### src/rtl/regfile_scoreboard.sv
// Integer register file with write-to-read bypass, x0 hardwired to zero,
// a per-register busy scoreboard for long-latency producers and a commit counter.
// finish_flag freezes all architectural state while reads stay live.
module regfile_scoreboard #(
  parameter int unsigned XLEN   = 32,
  parameter int unsigned NREG   = 32,
  parameter int unsigned NRD    = 2,
  parameter int unsigned BYPASS = 1,
  localparam int unsigned AW    = $clog2(NREG)
) (
  input  logic                clock,
  input  logic                reset,
  input  logic                finish_flag,
  input  logic [NRD*AW-1:0]   read_addr,
  output logic [NRD*XLEN-1:0] read_data,
  output logic [NRD-1:0]      read_busy,
  input  logic                write_en,
  input  logic [AW-1:0]       write_addr,
  input  logic [XLEN-1:0]     write_data,
  input  logic                reserve_en,
  input  logic [AW-1:0]       reserve_addr,
  output logic [NREG-1:0]     busy_vec,
  output logic [31:0]         write_count
);

  localparam int unsigned CW = 32;

  // Elaboration guard: addresses must cover the register space exactly.
  if (NREG < 2 || (NREG & (NREG - 1)) != 0) begin : g_bad_nreg
    $error("regfile_scoreboard: NREG must be a power of two >= 2");
  end
  if (NRD < 1 || NRD > 4) begin : g_bad_nrd
    $error("regfile_scoreboard: NRD must be in 1..4");
  end

  logic [XLEN-1:0] rf_q [NREG];
  logic [XLEN-1:0] rf_d [NREG];
  logic [NREG-1:0] busy_q, busy_d;
  logic [CW-1:0]   write_count_q, write_count_d;

  logic wr_ok;
  logic rsv_ok;

  // Effective strobes: finished programs and x0 never change state.
  always_comb begin
    wr_ok  = write_en   & ~finish_flag & (write_addr   != '0);
    rsv_ok = reserve_en & ~finish_flag & (reserve_addr != '0);
  end

  // Next-state for registers, scoreboard and commit counter.
  always_comb begin
    for (int i = 0; i < int'(NREG); i++) begin
      rf_d[i] = rf_q[i];
    end
    busy_d        = busy_q;
    write_count_d = write_count_q;
    if (wr_ok) begin
      rf_d[write_addr]   = write_data;
      busy_d[write_addr] = 1'b0;
      write_count_d      = write_count_q + CW'(1);
    end
    // Reserve is applied last so it wins over a same-cycle write.
    if (rsv_ok) begin
      busy_d[reserve_addr] = 1'b1;
    end
    busy_d[0] = 1'b0;
  end

  // State registers with asynchronous clear.
  always_ff @(posedge clock or posedge reset) begin
    if (reset) begin
      for (int i = 0; i < int'(NREG); i++) begin
        rf_q[i] <= '0;
      end
      busy_q        <= '0;
      write_count_q <= '0;
    end else begin
      for (int i = 0; i < int'(NREG); i++) begin
        rf_q[i] <= rf_d[i];
      end
      busy_q        <= busy_d;
      write_count_q <= write_count_d;
    end
  end

  // Independent combinational read ports; busy is never bypassed.
  for (genvar k = 0; k < int'(NRD); k++) begin : g_rd
    logic [AW-1:0] addr;
    assign addr = read_addr[k*AW +: AW];
    assign read_data[k*XLEN +: XLEN] =
        (addr == '0)                                    ? '0         :
        ((BYPASS != 0) && wr_ok && (addr == write_addr)) ? write_data :
                                                          rf_q[addr];
    assign read_busy[k] = busy_q[addr];
  end

  assign busy_vec    = busy_q;
  assign write_count = write_count_q;

endmodule

### config.mk
export PLATFORM = sky130hd
export DESIGN_NAME = regfile_scoreboard
export DESIGN_NICKNAME = d
export VERILOG_FILES = /design/src/rtl/regfile_scoreboard.sv
export SDC_FILE = /design/constraint.sdc
export NUM_CORES = 2
export LEC_CHECK = 0
export ABC_CLOCK_PERIOD_IN_PS = 42900
export CAP_MARGIN = 20
export CORE_ASPECT_RATIO = 0.6
export CORE_MARGIN = 3
export CORE_UTILIZATION = 45
export DETAILED_ROUTE_END_ITERATION = 16
export GPL_TIMING_DRIVEN = 0
export PLACE_DENSITY = 0.59
export SLEW_MARGIN = 0
export SYNTH_ARGS = -nofsm -noshare
export SYNTH_HDL_FRONTEND = slang
export SYNTH_SLANG_ARGS = --single-unit
### constraint.sdc
create_clock -name clock -period 42.9 [get_ports clock]
set_input_delay 8.58 -clock clock [delete_from_list [all_inputs] [get_ports clock]]
set_output_delay 8.58 -clock clock [all_outputs]
set_load 0.01 [all_outputs]
==> tab_implementation.tex <==
\begin{tabular}{lr}
\hline
Metric & Value \\
\hline
\multicolumn{2}{l}{\textbf{Critical path}} \\
Category of the critical setup timing path & input pin to output pin \\
Kind of end point of the critical path & output pin \\
Crit path max-delay family & buffers and inverters \\
Top fanout value on the critical path & 10 \\
Cell occurring most often along the worst timing path & clkbuf\_1 \\
Worst Setup Start Kind & input pin \\
Cell Chain, Critical Path & clkdlybuf4s50\_1 -> clkbuf\_1 -> clkbuf\_1 -> buf\_8 -> clkbuf\_1 -> a211oi\_1 -> a211oi\_1 -> a221o\_1 -> clkdlybuf4s50\_1 \\
Worst path buffer plus inverter count & 6 \\
Max stage delay cell, worst path & a211oi\_1 \\
WP data arrival & around 14000 ps \\
Max stage delay on crit path & between 1000 and 1500 ps \\
Req. time, crit path & roughly 34000 ps \\
\multicolumn{2}{l}{\textbf{Clock network}} \\
Quantity of hold-fixing buffers added after cts & 0 \\
H-Tree Level Count & 3 \\
CTS max path bufs & 3 \\
Worst-skew pair later-pin latency & 770 ps \\
Total setup buffers inserted after CTS & 0 \\
Clock tree from TritonCTS & done \\
Clk slew on worst S/H paths & around 70 ps \\
Clock sink count & 1087 \\
TritonCTS buffer count & approximately 110 \\
Clock tree root driver cell & clkbuf\_16 \\
Cells resized by post-CTS repair & 0 \\
\multicolumn{2}{l}{\textbf{Timing}} \\
Post-route clock skew & approximately 37 ps \\
Peak clock frequency supported by timing & around 44 MHz \\
Final hold violations & 0 \\
Smallest hold slack & approximately 470 ps \\
RSZ-0062 raised after global routing & false \\
Relative max-transition margin & 0.0578 \\
Slew at the pin closest to its max-slew limit & roughly 1400 ps \\
Number of setup violations in the final report & 0 \\
Post-route clock period utilization & 0.524 \\
Time the final worst path needs with I/O delays and setup & between 20000 and 25000 ps \\
Sum of negative setup slack & 0 ps \\
Final Slew Violations & 0 \\
Post-route worst setup slack & 20420 ps \\
\multicolumn{2}{l}{\textbf{Logic synthesis}} \\
Netlist area before placement & $\sim$0.058 mm2 \\
Most area-consuming cells after synthesis & dfrtp\_1, mux4\_2, mux2\_2, mux2i\_1, clkbuf\_1 \\
YS warnings & 0 \\
Post-synth net total & about 4k \\
Post-synth top area cell & dfrtp\_1 \\
Leading cell types by count after synthesis & dfrtp\_1, mux2\_2, mux4\_2, clkbuf\_1, mux2i\_1 \\
Seq cells post-synth & roughly 1.1k \\
Most instantiated library cell after synthesis & dfrtp\_1 \\
Ys flop type & dfrtp\_1 \\
FFs w/ async S/R, synth & 1.00 \\
Post-Synthesis Mean Instance Area & 15.0 um2 \\
Count of flip-flops with a built-in enable after synthesis & 0 \\
Post-synthesis cell type count & 49 \\
Number of instances in the synthesized netlist & 3863 \\
Sequential element share of the synthesized area & 0.471 \\
Proportion of netlist area held by the largest area contributor & 0.471 \\
\multicolumn{2}{l}{\textbf{Global route}} \\
Met1 routing resource usage after global routing & 0.536 \\
Global-route met3 utilization & 0.272 \\
Vias in the first global route & 39.5k \\
Largest net degree at the start of global routing & between 100 and 150 \\
Global-route wire length before repair & 341 mm \\
Gr busiest metal & met1 \\
Met2 Track Usage GR & 0.439 \\
All-Layer GR Usage & 0.378 \\
Antenna violations before repair & 10 \\
Congestion Overflow GR & 0 \\
\multicolumn{2}{l}{\textbf{Min path}} \\
Path type of the worst min-delay path & flip-flop to flip-flop \\
\multicolumn{2}{l}{\textbf{Route}} \\
Number of DRC markers in iteration 0 & approximately 6.7k \\
Vias post-DR & between 40k and 50k \\
DR WL/cell & 42.3 um \\
Detailed Route WL & approximately 250 mm \\
Remaining antenna violation count after routing & 0 \\
Detailed-route vias per instance & around 7 \\
Number of detailed-routing iterations run before antenna repair & 6 \\
Residual DRC count & 0 \\
\multicolumn{2}{l}{\textbf{Power}} \\
Cell area power density & 44.0 mW/mm2 \\
Lkg Pwr & 29.1 nW \\
Worst vdd ir & just under 0.00004 V \\
\multicolumn{2}{l}{\textbf{Floorplan}} \\
Core area & around 0.13 mm2 \\
Y dimension of the die & 284 um \\
Initial core utilization & 0.455 \\
Row Count & approximately 100 \\
DIE WIDTH & between 400 and 500 um \\
Number of I/O pins & 187 \\
Overall die area & approximately 0.13 mm2 \\
\multicolumn{2}{l}{\textbf{Final layout}} \\
Syn-to-layout area delta & 15.1\% \\
Layout filler cell count & roughly 11k \\
Fraction of layout instances using a drive strength above 1 & 0.443 \\
Net count reported at finish & about 4.3k \\
\multicolumn{2}{l}{\textbf{Place}} \\
Setup WS pre-CTS & just over 20000 ps \\
Post-detail-place hpwl & 187 mm \\
GPL Wtd Cong & around 1.0 \\
Number of buffers added on ports & around 170 \\
\multicolumn{2}{l}{\textbf{Outcome}} \\
Run status & complete, no violations \\
\multicolumn{2}{l}{\textbf{Job}} \\
Max-Cap Viols & 0 \\
\hline
\end{tabular}
[state kept, by name (all words and copies together) (netlist names)]
register     count
busy_vec        31
rf_q          1024
write_count     32
[final timing paths]
| check | slack (ps) | end | cells after the start | start |
|---|---|---|---|---|
| worst max-delay path | 20420 | read_data[42] | 9 | read_addr[9] |
| worst min-delay path | 470 | write_count[31] | 1 | write_count[31] |
| worst max register to register | 40650 | write_count[29] | 5 | write_count[11] |
| worst min register to register | 470 | write_count[31] | 1 | write_count[31] |
| max in group asynchronous | 32550 | rf_q[513] | 5 | reset |
| min in group asynchronous | 8340 | rf_q[181] | 2 | reset |
[final cells by class]
| cell class | count | area, um2 | area share |
|---|---|---|---|
| antenna | 14 | 35.0 | 0.000527 |
| buffer | 437 | 1920 | 0.0289 |
| clock buffer | 137 | 2940 | 0.0442 |
| clock inverter | 64 | 941 | 0.0142 |
| inverter | 19 | 78.8 | 0.00119 |
| multi-input combinational | 2320 | 28600 | 0.430 |
| sequential | 1087 | 27200 | 0.409 |
| tap | 1699 | 2130 | 0.0320 |
| timing repair buffer | 231 | 2620 | 0.0394 |
[worst register-to-register path, stage by stage, from the launching register on]
cell and delay [ps]:
dfrtp_1 480, nand4_1 190, nor3_2 600, nand4_1 330, or3_1 400, xnor2_1 140
[power breakdown]
part           leakage, nW  switching, mW  internal (mW)  total (mW)
logic                 12.7          0.302          0.291       0.593
registers             14.4          0.106           1.16        1.26
clock network         1.90          0.460          0.609        1.07
total                 29.1          0.868           2.06        2.92
[through the flow]
step / power [mW] / cells / utilization / cell area, um2
after global routing: 2.99 / 5996 / 0.523 / 66500
after floorplan: 1.60 / 3863 / - / 57800
after detailed placement: 1.84 / 5775 / 0.491 / 62300
after CTS: 2.89 / 5976 / 0.521 / 66200
after global placement: 1.82 / 5734 / 0.485 / 61600
final: 2.92 / 6008 / 0.523 / 66500
[kinds of logic after synthesis]
group | share of synthesized area
mux | 0.418
flops | 0.471
buf+inv | 0.0343
compound gates | 0.0418
simple gates | 0.0286
xor+xnor | 0.00621
fa+ha+maj | 0.000216
other cells | 0.0000649
[placed cells by master (no fill, tap or decap), types with 19 or more instances in the layout]
master           Yosys  layout
dfrtp_1           1087    1087
mux2_2            1000    1000
mux4_2             515     515
clkbuf_1           257     264
clkdlybuf4s50_1      0     172
mux2i_1            129     129
clkbuf_16            0     107
buf_2               85      88
nand2_1             84      84
o22ai_1             80      80
a211oi_1            75      73
buf_1               65      63
nor2b_1             48      48
nor3_1              47      47
a32o_1              41      41
xnor2_1             33      33
a221oi_1            33      33
nor2_1              32      31
buf_8                0      30
clkinv_2             0      28
nand3_1             25      25
buf_4               16      24
a221o_1             24      24
bufinv_16            0      20
o21ai_0             19      19
[routing by layer]
| layer | up-vias | share of wire | wire, um |
|---|---|---|---|
| li1 | 15700 | - | - |
| met1 | 22600 | 0.41 | 104000 |
| met2 | 3318 | 0.36 | 91100 |
| met3 | 466 | 0.19 | 48800 |
| met4 | 16 | 0.037 | 9400 |
| met5 | - | 0.0025 | 624 |
Power figures use the tool's default switching activity.
